--- config.mk ---
export PLATFORM = sky130hd
export DESIGN_NAME = cam_stream_gen
export DESIGN_NICKNAME = d
export VERILOG_FILES = /design/src/rtl/cam_stream_gen.sv
export SDC_FILE = /design/constraint.sdc
export NUM_CORES = 1
export LEC_CHECK = 0
export ABC_AREA = 1
export CAP_MARGIN = 20
export CORE_MARGIN = 2
export CORE_UTILIZATION = 35
export DETAILED_ROUTE_END_ITERATION = 10
export GPL_TIMING_DRIVEN = 0
export PLACE_DENSITY_LB_ADDON = 0.15
export SYNTH_ARGS = -nofsm -noshare
export SYNTH_HDL_FRONTEND = slang
export SYNTH_SLANG_ARGS = --single-unit
--- constraint.sdc ---
create_clock -name CLK -period 4 [get_ports CLK]
set_input_delay 1 -clock CLK [delete_from_list [all_inputs] [get_ports CLK]]
set_output_delay 1 -clock CLK [all_outputs]
set_load 0.01 [all_outputs]
--- src/rtl/cam_stream_gen.sv ---
// Synthetic OV7670-style camera source: VSYNC/HREF/8-bit DATA, RGB565 as two bytes per pixel.
// Define CAM_GEN_CRC_EN to add a per-frame CRC-16-CCITT of the active bytes on FRAME_CRC.
module cam_stream_gen #(
  parameter int H_ACTIVE  = 176,
  parameter int V_ACTIVE  = 144,
  parameter int H_BLANK   = 144,
  parameter int VS_LINES  = 3,
  parameter int VBP_LINES = 17,
  parameter int VFP_LINES = 10,
  parameter int BOX_HALF  = 32
) (
  input  logic        CLK,
  input  logic        RESET,
  input  logic        EN,
  input  logic [1:0]  PATTERN,
  input  logic [15:0] COLOR,
  output logic        VSYNC,
  output logic        HREF,
  output logic [7:0]  DATA,
  output logic        FRAME_DONE,
  output logic [15:0] FRAME_CRC
);

  localparam int L        = 2 * H_ACTIVE + H_BLANK;
  localparam int MAX_A    = (VS_LINES > VBP_LINES) ? VS_LINES : VBP_LINES;
  localparam int MAX_B    = (V_ACTIVE > VFP_LINES) ? V_ACTIVE : VFP_LINES;
  localparam int LINE_MAX = (MAX_A > MAX_B) ? MAX_A : MAX_B;
  localparam int CW       = $clog2(L + 1);
  localparam int LW       = (LINE_MAX > 1) ? $clog2(LINE_MAX) : 1;

  localparam logic [CW-1:0] CYC_LAST  = CW'(L - 1);
  localparam logic [CW-1:0] ACT_BYTES = CW'(2 * H_ACTIVE);
  localparam logic [15:0]   BAR_W     = 16'(H_ACTIVE / 8);
  localparam logic [15:0]   H_MID     = 16'(H_ACTIVE / 2);
  localparam logic [15:0]   V_MID     = 16'(V_ACTIVE / 2);
  localparam logic [15:0]   BOX       = 16'(BOX_HALF);

  typedef enum logic [2:0] {IDLE, VS, VBP, ACTIVE, VFP} state_t;

  state_t        state, nstate;
  logic [CW-1:0] cyc, ncyc;
  logic [LW-1:0] line, nline, line_last;
  logic [1:0]    pat_q;
  logic [15:0]   col_q;
  logic          last_cyc, last_line, frame_end, vs_entry;
  logic [15:0]   xw, yw, dx, dy, pix;
  logic [2:0]    bar;
  logic          next_href;
  logic [7:0]    next_data;

  always_comb begin
    case (state)
      VS:      line_last = LW'(VS_LINES - 1);
      VBP:     line_last = LW'(VBP_LINES - 1);
      ACTIVE:  line_last = LW'(V_ACTIVE - 1);
      VFP:     line_last = LW'(VFP_LINES - 1);
      default: line_last = '0;
    endcase
  end

  assign last_cyc  = (cyc == CYC_LAST);
  assign last_line = (line == line_last);
  assign frame_end = (state == VFP) && last_cyc && last_line;

  // Transition function; all outputs are registered from the next-cycle position
  // so that they line up with the state they belong to.
  always_comb begin
    nstate = state;
    ncyc   = cyc;
    nline  = line;
    if (state == IDLE) begin
      if (EN) begin
        nstate = VS;
        ncyc   = '0;
        nline  = '0;
      end
    end else if (last_cyc) begin
      ncyc = '0;
      if (last_line) begin
        nline = '0;
        case (state)
          VS:      nstate = VBP;
          VBP:     nstate = ACTIVE;
          ACTIVE:  nstate = VFP;
          VFP:     nstate = EN ? VS : IDLE;
          default: nstate = IDLE;
        endcase
      end else begin
        nline = line + 1'b1;
      end
    end else begin
      ncyc = cyc + 1'b1;
    end
  end

  assign vs_entry = (nstate == VS) && (state != VS);

  always_comb begin
    xw  = 16'(ncyc >> 1);
    yw  = 16'(nline);
    bar = 3'(xw / BAR_W);
    dx  = (xw >= H_MID) ? (xw - H_MID) : (H_MID - xw);
    dy  = (yw >= V_MID) ? (yw - V_MID) : (V_MID - yw);
    case (pat_q)
      2'd0: pix = col_q;
      2'd1: begin
        case (bar)
          3'd0:    pix = 16'hFFFF;
          3'd1:    pix = 16'hFFE0;
          3'd2:    pix = 16'h07FF;
          3'd3:    pix = 16'h07E0;
          3'd4:    pix = 16'hF81F;
          3'd5:    pix = 16'hF800;
          3'd6:    pix = 16'h001F;
          default: pix = 16'h0000;
        endcase
      end
      2'd2:    pix = (dx < BOX && dy < BOX) ? 16'hF800 : 16'hFFFF;
      default: pix = {xw[7:3], yw[7:2], 5'b0};
    endcase
    next_href = (nstate == ACTIVE) && (ncyc < ACT_BYTES);
    next_data = next_href ? (ncyc[0] ? pix[7:0] : pix[15:8]) : 8'h00;
  end

  always_ff @(posedge CLK) begin
    if (RESET) begin
      state      <= IDLE;
      cyc        <= '0;
      line       <= '0;
      pat_q      <= '0;
      col_q      <= '0;
      VSYNC      <= 1'b0;
      HREF       <= 1'b0;
      DATA       <= '0;
      FRAME_DONE <= 1'b0;
    end else begin
      state <= nstate;
      cyc   <= ncyc;
      line  <= nline;
      if (vs_entry) begin
        pat_q <= PATTERN;
        col_q <= COLOR;
      end
      VSYNC      <= (nstate == VS);
      HREF       <= next_href;
      DATA       <= next_data;
      FRAME_DONE <= frame_end;
    end
  end

`ifdef CAM_GEN_CRC_EN
  function automatic logic [15:0] crc_step(input logic [15:0] c, input logic [7:0] d);
    logic [15:0] r;
    logic [7:0]  s;
    r = c;
    s = d;
    for (int unsigned i = 0; i < 8; i++) begin
      r = (r[15] ^ s[7]) ? ({r[14:0], 1'b0} ^ 16'h1021) : {r[14:0], 1'b0};
      s = {s[6:0], 1'b0};
    end
    return r;
  endfunction

  logic [15:0] crc;

  // The running CRC consumes the byte currently on DATA; the snapshot at frame end
  // takes the pre-reinit value when the next frame starts on the same edge.
  always_ff @(posedge CLK) begin
    if (RESET) begin
      crc       <= 16'hFFFF;
      FRAME_CRC <= '0;
    end else begin
      if (vs_entry)
        crc <= 16'hFFFF;
      else if (HREF)
        crc <= crc_step(crc, DATA);
      if (frame_end)
        FRAME_CRC <= crc;
    end
  end
`else
  assign FRAME_CRC = '0;
`endif

endmodule

# [Yosys cells after proc, flatten, opt, wreduce, memory -nomap -nowiden]
# Cells that the tools add are included.
[totals] reg_bits=49 in_bits=21 output_inout_bits=27 elab_cells=68
[op_classes] n_addsub=6 div=1 order_cmp=5 n_eq_ne=17 mux=20 n_bitwise=1 reduce_logical=9
[ops] operator="$pmux 16 s7" n=1
[ops] operator="$pmux 16 s3" n=1
[ops] operator="$mux 8" n=5
[ops] operator="$lt 16x6->1 const B" n=2
[ops] operator="$mux 16" n=2
[ops] operator="$pmux 8 s4" n=1
[ops] operator="$mux 9" n=3
[ops] operator="$sub 7x8->9 const A" n=2
[ops] operator="$sub 8x7->9 const B" n=2
[ops] operator="$div 8x5->16 const B" n=1
[ops] operator="$ge 8x7->1 const B" n=2
[ops] operator="$eq 3x2->1 const B" n=5
[ops] operator="$eq 3x3->1 const B" n=4
[ops] operator="$mux 3" n=4
[ops] operator="$pmux 3 s4" n=1
[ops] operator="$mux 11" n=1
[ops] operator="$add 9x1->9 const B" n=1
[ops] operator="$eq 3x1->1 const B" n=3
[ops] operator="$eq 9x9->1 const B" n=1
[ops] operator="$lt 9x9->1 const B" n=1
[ops] operator="$add 8x1->8 const B" n=1
[ops] operator="$eq 8x8->1" n=1
[ops] operator="$logic_not 3->1" n=2
[ops] operator="$logic_and 1x1->1" n=5
[ops] operator="other kinds (7)" n=7

# [Logic depth before layout (Yosys ltp)]
# Gate-level depths: netlist (run 1).
[depth] word_depth=13 mapped_depth=29 depth_no_buf=29

# [Worst setup path before layout (run 1)]
# No wires, ideal clock.
[synth_timing] path_type="in2reg" from="in EN" to="reg DATA[3]" setup_time_ns=0.129 arrival_ns=2.936 slack_ns=0.935 cell_stages=20 path_buffers=0 cell_sequence="inv_1 > nand3_1 > o211ai_1 > nand2_1 > inv_1 > ha_1 > inv_1 > nand3_1 > nand2_2 > nand3_4 > nand2_1 > nand3_1 > nand2_2 > nand2_4 > nand3_2 > inv_2 > a21oi_2 > o21ai_1 > o21ai_1 > a21oi_1"
[synth_between] elab_chain_cells=9 word_cells_on_any_way=38
[synth_lines] element="from (decl)" line="14" rtl="input logic EN,"
[synth_lines] element="parallel branches: the longest is 9 deep, another holds $div 8x5->16"
[synth_lines] element="to (signal assigned)" line="146" rtl="DATA <= next_data;"
[synth_lines] element="to (decl)" line="19" rtl="output logic [7:0] DATA,"
# Several ways; the timed one is not identified.
# A chain may end at the register's enable or synchronous reset.

# [Final worst setup path (run 1)]
[layout_timing] from="in EN" to="reg DATA[4]"
# Same word-level chain as after synthesis.

==> flow_summary.ini, run 1 <==
[drt]
wl_um = 8100
via_count = 3102
drc = 0
drt-initial-drc-count = 133
wl_per_cell_um = 12.1
drtPass1Iterations = 4
drtAntennaViolNets = 0
vias_per_cell = 4.64

[cells_and_area]
fillers = 976
nets = 562
syn2layout_area_growth_pct = 18.9
layout.cells.non_filler = 668
final_layout_size_suffix_gt1_share_pct = 16.3
diodes = 0

[clock_tree]
root_buffer = clkbuf_8
clk_latency_ns = 0.30
cts_tree = done
clk_path_buf_depth = 2
cts.clk_slew.worst_paths_ns = 0.10
htreeDepth = 2
numCtsBuffers = 5
clock_sinks = 49

[logic_synthesis]
synth_cell_types = 50
ys_seq_area_share_pct = 29.4
synth_warnings = 0
synthArstFlopShare_pct = 0
netlist_area_um2 = 3340
synth_seq_cells = 49
syn_inst = 485
synth_edf_count = 0
syn_area_per_cell_um2 = 6.88
ys.flop_type = dfxtp_1

[floorplan]
core.rowCount = 35
die_w_um = 102
pin_count = 48
placeableCoreArea_um2 = 9240
die_area_um2 = 10300
start_util_pct = 36.1
die_h_um = 102

[placed_design]
port_buffers = 31
gp_congestion = 0.842
placed_cells = 660
dpl.hpwl_um = 6410

[sta]
hold_violations = 0
grt_setup_unrepaired = false
drv_slew = 0
timing.hold.ws_ns = 0.453
finalCriticalPeriod_ns = 3.52
relSlewSlack_pct = 64.4
finalCritPeriodShare_pct = 88.0
worst_pin_slew_ns = 0.535
max_freq_mhz = 284
clock_skew_ns = 0.00571
setup_viol = 0

[global_route]
grt_pass1_vias = 2945
grt_overflow = 0
grt_pass1_wl_um = 13600
antenna_found_initial = 0
grt_max_degree = 17
track_usage_pct = 16.3

[power]
switching_share_pct = 31.0
p_per_area_nw_per_um2 = 274
internal-power_uw = 748
p_sw_uw = 337
p_clk_share_pct = 30.0
sequentialPowerShare_pct = 48.5
p_leak_nw = 1.80
p_comb_share_pct = 21.5
ir_worst_vdd_mv = 0.201

[setup_path]
endpoint_kind = flip-flop
critPathMaxFanout = 6
cp.required_ns = 4.22
worstSetupPathType = in -> reg
start_kind = input port
crit_arrival_ns = 3.74

[flow_run]
drv_cap = 0

[outcome]
outcome = complete, no violations

[hold_path]
worstHoldPathType = reg -> reg
[what timing repair did]
item / 4_1_cts / 5_1_grt
hold buffers: 0 / 0
setup buffers: 0 / 0
endpoints found under the setup margin: 0 / 8
endpoints found under the hold margin: 0 / 0
resized for setup: 0 / 1
[cell usage in the layout (no fill, tap or decap), types with 3 or more instances in the layout]
master            n
nor2_8            3
nor3_1            4
nand2_2          13
a21oi_1          37
nand3_4           5
ha_1              3
clkbuf_1          8
nor2_4            3
buf_4            17
nand2_1          88
nor2_1           46
nand3_1          46
dfxtp_1          49
o211ai_1          3
nand4_1           8
inv_2            11
o21ai_0          30
nand3_2           3
o21ai_1           8
o221ai_1          3
clkdlybuf4s50_1  30
nand2_4           4
inv_1            60
conb_1           16
clkbuf_8          6
[final cells by class]
cell class / instances / area [um^2] / share of cell area, %
buffer: 27 / 174 / 4.38
clock buffer: 6 / 82.6 / 2.08
clock inverter: 2 / 17.5 / 0.442
inverter: 73 / 277 / 6.97
multi-input combinational: 351 / 1960 / 49.4
sequential: 49 / 981 / 24.7
tap: 129 / 161 / 4.07
timing repair buffer: 31 / 313 / 7.88
[stage by stage]
| stage | setup TNS (ns) | power, mW | util (%) | instance area [um^2] | worst slack (ns) |
|---|---|---|---|---|---|
| floorplan | 0 | 0.704 | - | 3390 | 0.935 |
| global placement | -1.09 | 0.769 | 41.8 | 3860 | -0.187 |
| detailed placement | -1.43 | 0.770 | 41.8 | 3860 | -0.234 |
| CTS | 0 | 1.09 | 42.9 | 3970 | 0.0880 |
| global route | 0 | 1.15 | 42.9 | 3970 | 0.185 |
| finish | 0 | 1.09 | 42.9 | 3970 | 0.481 |
[power groups by stage]
| stage | clock network, mW | logic (mW) | registers, mW |
|---|---|---|---|
| floorplan | 0 | 0.169 | 0.535 |
| global placement | 0 | 0.232 | 0.537 |
| detailed placement | 0 | 0.233 | 0.538 |
| CTS | 0.335 | 0.234 | 0.526 |
| global route | 0.357 | 0.261 | 0.530 |
| finish | 0.325 | 0.234 | 0.526 |
[flip-flops by register name, summed over array words and instances (netlist names)]
register and flops:
line 8, state 3, cyc 9, col_q 16, HREF 1, DATA 8, pat_q 2, FRAME_DONE 1
VSYNC 1
[worst max-delay path, stage by stage]
cell	delay, ns
dlymetal6s2s_1	0.25
inv_1	0.14
nand3_1	0.11
o211ai_1	0.23
nand2_1	0.13
inv_1	0.06
ha_1	0.26
inv_1	0.06
nand3_1	0.08
nand2_2	0.17
nand3_4	0.11
nand2_2	0.09
nand2_2	0.08
a21boi_4	0.17
nand3_2	0.11
nand2_1	0.07
nand2_1	0.05
nand2_1	0.08
nand3_2	0.14
nand3_1	0.12
nand2_1	0.06
a21oi_1	0.18
[cells in the mapped netlist (2+ instances only)]
cell type / instances / area, um^2
nor2_1: 46 / 173
xnor2_1: 2 / 17.5
nand2_1: 88 / 330
o21ai_0: 30 / 150
o21ai_1: 8 / 40.0
nor2_2: 2 / 12.5
or2_2: 2 / 12.5
nand3_4: 5 / 87.6
o221ai_1: 3 / 26.3
clkbuf_1: 8 / 30.0
o21ai_2: 2 / 17.5
nor3_1: 4 / 20.0
nand3_1: 46 / 230
buf_4: 17 / 128
nor2_8: 3 / 60.1
inv_2: 11 / 41.3
nand4_1: 8 / 50.1
ha_1: 3 / 37.5
nand4_2: 2 / 25.0
nor2_4: 3 / 33.8
o211ai_1: 3 / 22.5
dfxtp_1: 49 / 981
nand2_4: 4 / 45.0
nand2_2: 13 / 81.3
nand3_2: 3 / 30.0
a21oi_1: 37 / 185
inv_1: 60 / 225
[worst paths after layout]
check / from / endpoint / slack (ns) / cells past startpoint
setup / recovery: EN / DATA[4]$_SDFF_PP0_ / 0.48 / 22
hold / removal: col_q[3]$_SDFFE_PP0P_ / col_q[3]$_SDFFE_PP0P_ / 0.45 / 2
setup reg to reg: cyc[1]$_SDFF_PP0_ / DATA[4]$_SDFF_PP0_ / 0.60 / 26
hold reg to reg: col_q[3]$_SDFFE_PP0P_ / col_q[3]$_SDFFE_PP0P_ / 0.45 / 2
[cell families (layout without fill, tap and decap cells)]
family,Yosys count,after routing,share of synthesized area (%)
buffers and inverters,100,139,13.5
AO/OA/AOI/OAI,98,98,18.6
AND/OR/NAND/NOR,231,231,36.5
XOR/XNOR,3,3,0.788
adder cells (fa/ha/maj),3,3,1.12
flip-flops,49,49,29.4
other,1,16,0.112
[layer usage]
metal / part of all wire [%] / wire (um) / global-route usage [%] / vias to the layer above
li1: - / - / - / 1662
met1: 50 / 4050 / 22.5 / 1364
met2: 45 / 3630 / 26.6 / 72
met3: 4.5 / 365 / 2.97 / 4
met4: 0.69 / 56 / 3.74 / 0
met5: 0 / 0 / 0 / -
Power figures use the tool's default switching activity.
==> inputs of run 2 (changes only) <==
--- a/config.mk
+++ b/config.mk
@@ -7,11 +7,12 @@
 export LEC_CHECK = 0
 export ABC_AREA = 1
 export CAP_MARGIN = 20
-export CORE_MARGIN = 2
+export CORE_MARGIN = 8
 export CORE_UTILIZATION = 35
 export DETAILED_ROUTE_END_ITERATION = 10
 export GPL_TIMING_DRIVEN = 0
 export PLACE_DENSITY_LB_ADDON = 0.15
+export SKIP_CTS_REPAIR_TIMING = 1
 export SYNTH_ARGS = -nofsm -noshare
 export SYNTH_HDL_FRONTEND = slang
 export SYNTH_SLANG_ARGS = --single-unit
==> run 2 against run 1 <==
  * Power decreased by 2.2%
  * Sequential power about the same
  * Sequential share of layout area up 0.094 points
  * Maximum frequency shrank 0.90%
  * Final cell count shrank 0.15%
==> flow_summary.ini, run 2 (synthesized netlist as in run 1, its figures left out) <==
[setup_path]
cp.required_ns = 4.21
max_stage_delay_ns = 0.27
worstPathBufferInverterCount = 4
crit_arrival_ns = 3.76
start_kind = input port
critPathMaxFanout = 6
r2r_start = cyc[1]$_SDFF_PP0_
cp_top_family = simple AND/OR/NAND/NOR gates
critPathSlowestCell = ha_1
critPathMostFrequentCell = nand2_1
crit_start = EN
worstSetupPathType = in -> reg
endpoint_kind = flip-flop
path_cells = dlymetal6s2s_1 > inv_1 > nand3_1 > o211ai_1 > nand2_1 > inv_1 > ha_1 > inv_1 > nand3_1 > nand2_2 > nand3_4 > nand2_2 > nand2_2 > a21boi_4 > nand3_2 > nand2_1 > nand2_1 > nand2_1 > nand3_2 > nand3_1 > nand2_1 > a21oi_1

[power]
p_total_mw = 1.06
p_comb_share_pct = 22.1
p_sw_uw = 336
internal-power_uw = 726
p_leak_nw = 1.79
switching_share_pct = 31.6
ir_worst_vdd_mv = 0.139
p_clk_share_pct = 28.3
sequentialPowerShare_pct = 49.6
p_per_area_nw_per_um2 = 268

[floorplan]
die_h_um = 114
core.rowCount = 35
placeableCoreArea_um2 = 9240
die_w_um = 114
die_area_um2 = 12900
pin_count = 48
start_util_pct = 36.1

[sta]
clock_skew_ns = 0.0101
grt_setup_unrepaired = false
worst_pin_slew_ns = 0.520
setup_viol = 0
fin_setup_tns_ns = 0
relSlewSlack_pct = 65.3
setup_ws_ns = 0.449
max_freq_mhz = 282
finalCriticalPeriod_ns = 3.55
finalCritPeriodShare_pct = 88.8
hold_violations = 0
drv_slew = 0

[placed_design]
port_buffers = 31
dpl.hpwl_um = 6740
pre_cts_ws_ns = -0.186
gp_congestion = 0.864
place_area_um2 = 3860

[clock_tree]
root_buffer = clkbuf_8
clock_sinks = 49
clk_path_buf_depth = 2
clk_latency_ns = 0.30
cts_tree = done
numCtsBuffers = 5
cts.clk_slew.worst_paths_ns = 0.09
htreeDepth = 2

[drt]
vias_per_cell = 4.68
wl_um = 8250
drtAntennaViolNets = 0
drtPass1Iterations = 4
drt-initial-drc-count = 111
wl_per_cell_um = 12.4
via_count = 3124
drc = 0

[cells_and_area]
layout_common_cells = 88 x nand2_1, 60 x inv_1, 49 x dfxtp_1
final_layout_size_suffix_gt1_share_pct = 16.2
nets = 562
fillers = 982
syn2layout_area_growth_pct = 18.4
top_register = col_q
design_area_um2 = 3950
fin_util_pct = 42.8
layout_commonest_cell = nand2_1
top_regs = col_q: 16 flops, cyc: 9 flops
diodes = 0
largest_reg_flops = 16

[global_route]
grt_overflow = 0
track_usage_pct = 13.2
antenna_found_initial = 0
grt_pass1_vias = 3111
grt_pass1_wl_um = 14200
grt_max_degree = 16

[outcome]
outcome = complete, no violations

[hold_path]
worstHoldStart = col_q[8]$_SDFFE_PP0P_
worstHoldPathType = reg -> reg

[flow_run]
drv_cap = 0
==> run 2: area by class of cell <==
class                           instances  area [um^2]  share of cell area [%]
Sequential cell                        49          981                    24.8
Timing Repair Buffer                   31          313                    7.91
Multi-Input combinational cell        351         1960                    49.6
Buffer                                 27          174                    4.40
Clock buffer                            5         68.8                    1.74
Clock inverter                          2         16.3                   0.412
Inverter                               73          277                    7.00
Tap cell                              129          161                    4.08
==> run 2: path summary, 6_finish.rpt <==
path         cells past startpoint               endpoint  slack [ns]
min reg2reg                      2  col_q[8]$_SDFFE_PP0P_        0.45
max                             22     DATA[4]$_SDFF_PP0_        0.45
min                              2  col_q[8]$_SDFFE_PP0P_        0.45
max reg2reg                     26     DATA[4]$_SDFF_PP0_        0.58
==> run 2: routing by layer <==
metal / up-vias / global-route usage, % / wire, um / part of all wire, %
met5: - / 0 / 0 / 0
met4: 0 / 4.17 / 125 / 1.5
met1: 1394 / 16.7 / 4140 / 50
met2: 64 / 21.6 / 3620 / 44
li1: 1655 / - / - / -
met3: 11 / 3.06 / 359 / 4.4
==> run 2: through the flow <==
step	hold WS, ns	std cells
global placement	0.438	660
detailed placement	0.443	660
finish	0.455	667
global route	0.473	667
floorplan	0.423	500
CTS	0.458	667
==> run 2: tightest hold or removal path: stages (launching register included) <==
cell	delay [ns]
dfxtp_1	0.32
inv_1	0.05
a21oi_1	0.05
==> run 2: power by group through the flow <==
stage | logic (mW) | clock network [mW] | registers, mW
detailed placement | 0.233 | 0 | 0.538
CTS | 0.234 | 0.306 | 0.527
global placement | 0.233 | 0 | 0.537
global route | 0.265 | 0.325 | 0.530
finish | 0.235 | 0.300 | 0.526
floorplan | 0.169 | 0 | 0.535
==> inputs of run 3 (changes only) <==
--- a/config.mk
+++ b/config.mk
@@ -9,6 +9,7 @@
 export CAP_MARGIN = 20
 export CORE_MARGIN = 8
 export CORE_UTILIZATION = 35
+export CTS_BUF_LIST = sky130_fd_sc_hd__clkbuf_4
 export DETAILED_ROUTE_END_ITERATION = 10
 export GPL_TIMING_DRIVEN = 0
 export PLACE_DENSITY_LB_ADDON = 0.15
==> run 3 against run 2 <==
  * Worst hold slack better by 0.0066 ns
  * Core utilization down 0.34 points
  * Power down 5.9%
  * Sequential share of layout area rose by 0.20 points
  * Via count barely moved
  * Sequential power barely moved
  * First-iteration DRC count grew 0.90%
  * Combinational power about the same
  * Routed wire length rose by 0.21%
  * Global-route usage hardly changed
  * Maximum frequency grew 1.9%
  * Clock skew up 0.0056 ns
  * Critical path type unchanged
  * Critical endpoint unchanged
==> flow_summary.ini, run 3 (synthesized netlist as in run 1, its figures left out) <==
[sta]
clock_skew_ns = 0.0158
max_freq_mhz = 287
worst_pin_slew_ns = 0.516
grt_setup_unrepaired = false
relSlewSlack_pct = 65.6
finalCriticalPeriod_ns = 3.49
hold_violations = 0
timing.hold.ws_ns = 0.461
drv_slew = 0
finalCritPeriodShare_pct = 87.2
setup_viol = 0

[setup_path]
crit_arrival_ns = 3.76
cp.required_ns = 4.27
start_kind = input port
endpoint_kind = flip-flop
worstSetupPathType = in -> reg
critPathMaxFanout = 6

[cells_and_area]
layout_common_cells = 88 x nand2_1, 60 x inv_1, 49 x dfxtp_1
fin_util_pct = 42.4
top_regs = col_q: 16 flops, cyc: 9 flops
syn2layout_area_growth_pct = 17.5
top_register = col_q
design_area_um2 = 3920
nets = 562
largest_reg_flops = 16
layout_commonest_cell = nand2_1
diodes = 0
fillers = 986
layout.cells.non_filler = 667
final_layout_size_suffix_gt1_share_pct = 16.2

[drt]
drtPass1Iterations = 4
drtAntennaViolNets = 0
via_count = 3123
drt-initial-drc-count = 112
vias_per_cell = 4.68
wl_um = 8260
drc = 0
wl_per_cell_um = 12.4

[floorplan]
start_util_pct = 36.1
pin_count = 48
die_w_um = 114
die_area_um2 = 12900
die_h_um = 114
placeableCoreArea_um2 = 9240
core.rowCount = 35

[global_route]
grt_pass1_vias = 3102
antenna_found_initial = 0
track_usage_pct = 13.2
grt_max_degree = 16
grt_pass1_wl_um = 14200
grt_overflow = 0

[clock_tree]
numCtsBuffers = 5
clock_sinks = 49
cts_tree = done
clk_path_buf_depth = 2
htreeDepth = 2
cts.clk_slew.worst_paths_ns = 0.15
root_buffer = clkbuf_4
clk_latency_ns = 0.37

[placed_design]
dpl.hpwl_um = 6740
port_buffers = 31
gp_congestion = 0.864
placed_cells = 660
place_area_um2 = 3860

[power]
p_per_area_nw_per_um2 = 255
ir_worst_vdd_mv = 0.137
p_total_uw = 999
p_leak_nw = 1.78

[flow_run]
drv_cap = 0

[hold_path]
worstHoldPathType = reg -> reg

[outcome]
outcome = complete, no violations
==> run 3: critical path, cell delays in order <==
cell            delay (ns)
dlymetal6s2s_1        0.25
inv_1                 0.14
nand3_1               0.12
o211ai_1              0.22
nand2_1               0.13
inv_1                 0.06
ha_1                  0.27
inv_1                 0.05
nand3_1               0.08
nand2_2               0.16
nand3_4               0.11
nand2_2               0.08
nand2_2               0.08
a21boi_4              0.17
nand3_2               0.11
nand2_1               0.07
nand2_1               0.04
nand2_1               0.08
nand3_2               0.15
nand3_1               0.11
nand2_1               0.06
a21oi_1               0.20
==> run 3: metal layers <==
metal / global-route usage (%) / vias up / part of all wire, %
met5: 0 / - / 0
met2: 21.6 / 65 / 44
met3: 3.22 / 10 / 4.8
li1: - / 1657 / -
met1: 16.8 / 1391 / 50
met4: 4.00 / 0 / 1.4
==> run 3: worst paths after layout <==
path | start | to | slack, ns | cells after the start
max | EN | DATA[4]$_SDFF_PP0_ | 0.51 | 22
min | col_q[3]$_SDFFE_PP0P_ | col_q[3]$_SDFFE_PP0P_ | 0.46 | 2
max reg2reg | cyc[1]$_SDFF_PP0_ | DATA[4]$_SDFF_PP0_ | 0.56 | 26
min reg2reg | col_q[3]$_SDFFE_PP0P_ | col_q[3]$_SDFFE_PP0P_ | 0.46 | 2
==> run 3: where the power goes <==
group          internal (mW)  total [mW]  switching, mW
clock network         0.0667       0.237          0.170
logic                 0.0915       0.235          0.144
registers              0.514       0.527         0.0134
total                  0.672       0.999          0.327
==> run 3: through the flow <==
step	setup slack [ns]	setup TNS, ns
2_1_floorplan	0.935	0
3_3_place_gp	-0.189	-1.03
3_5_place_dp	-0.186	-1.11
4_1_cts	0.180	0
5_1_grt	0.221	0
6_report	0.514	0
==> run 3: layout make-up <==
cell class,instances,area (um^2),area share [%]
plain buffers,27,174,4.44
clock buffers,5,37.5,0.957
clock inverters,2,16.3,0.415
inverters,73,277,7.05
multi-input cells,351,1960,50.0
flip-flops and latches,49,981,25.0
well taps,129,161,4.12
repair buffers,31,313,7.98
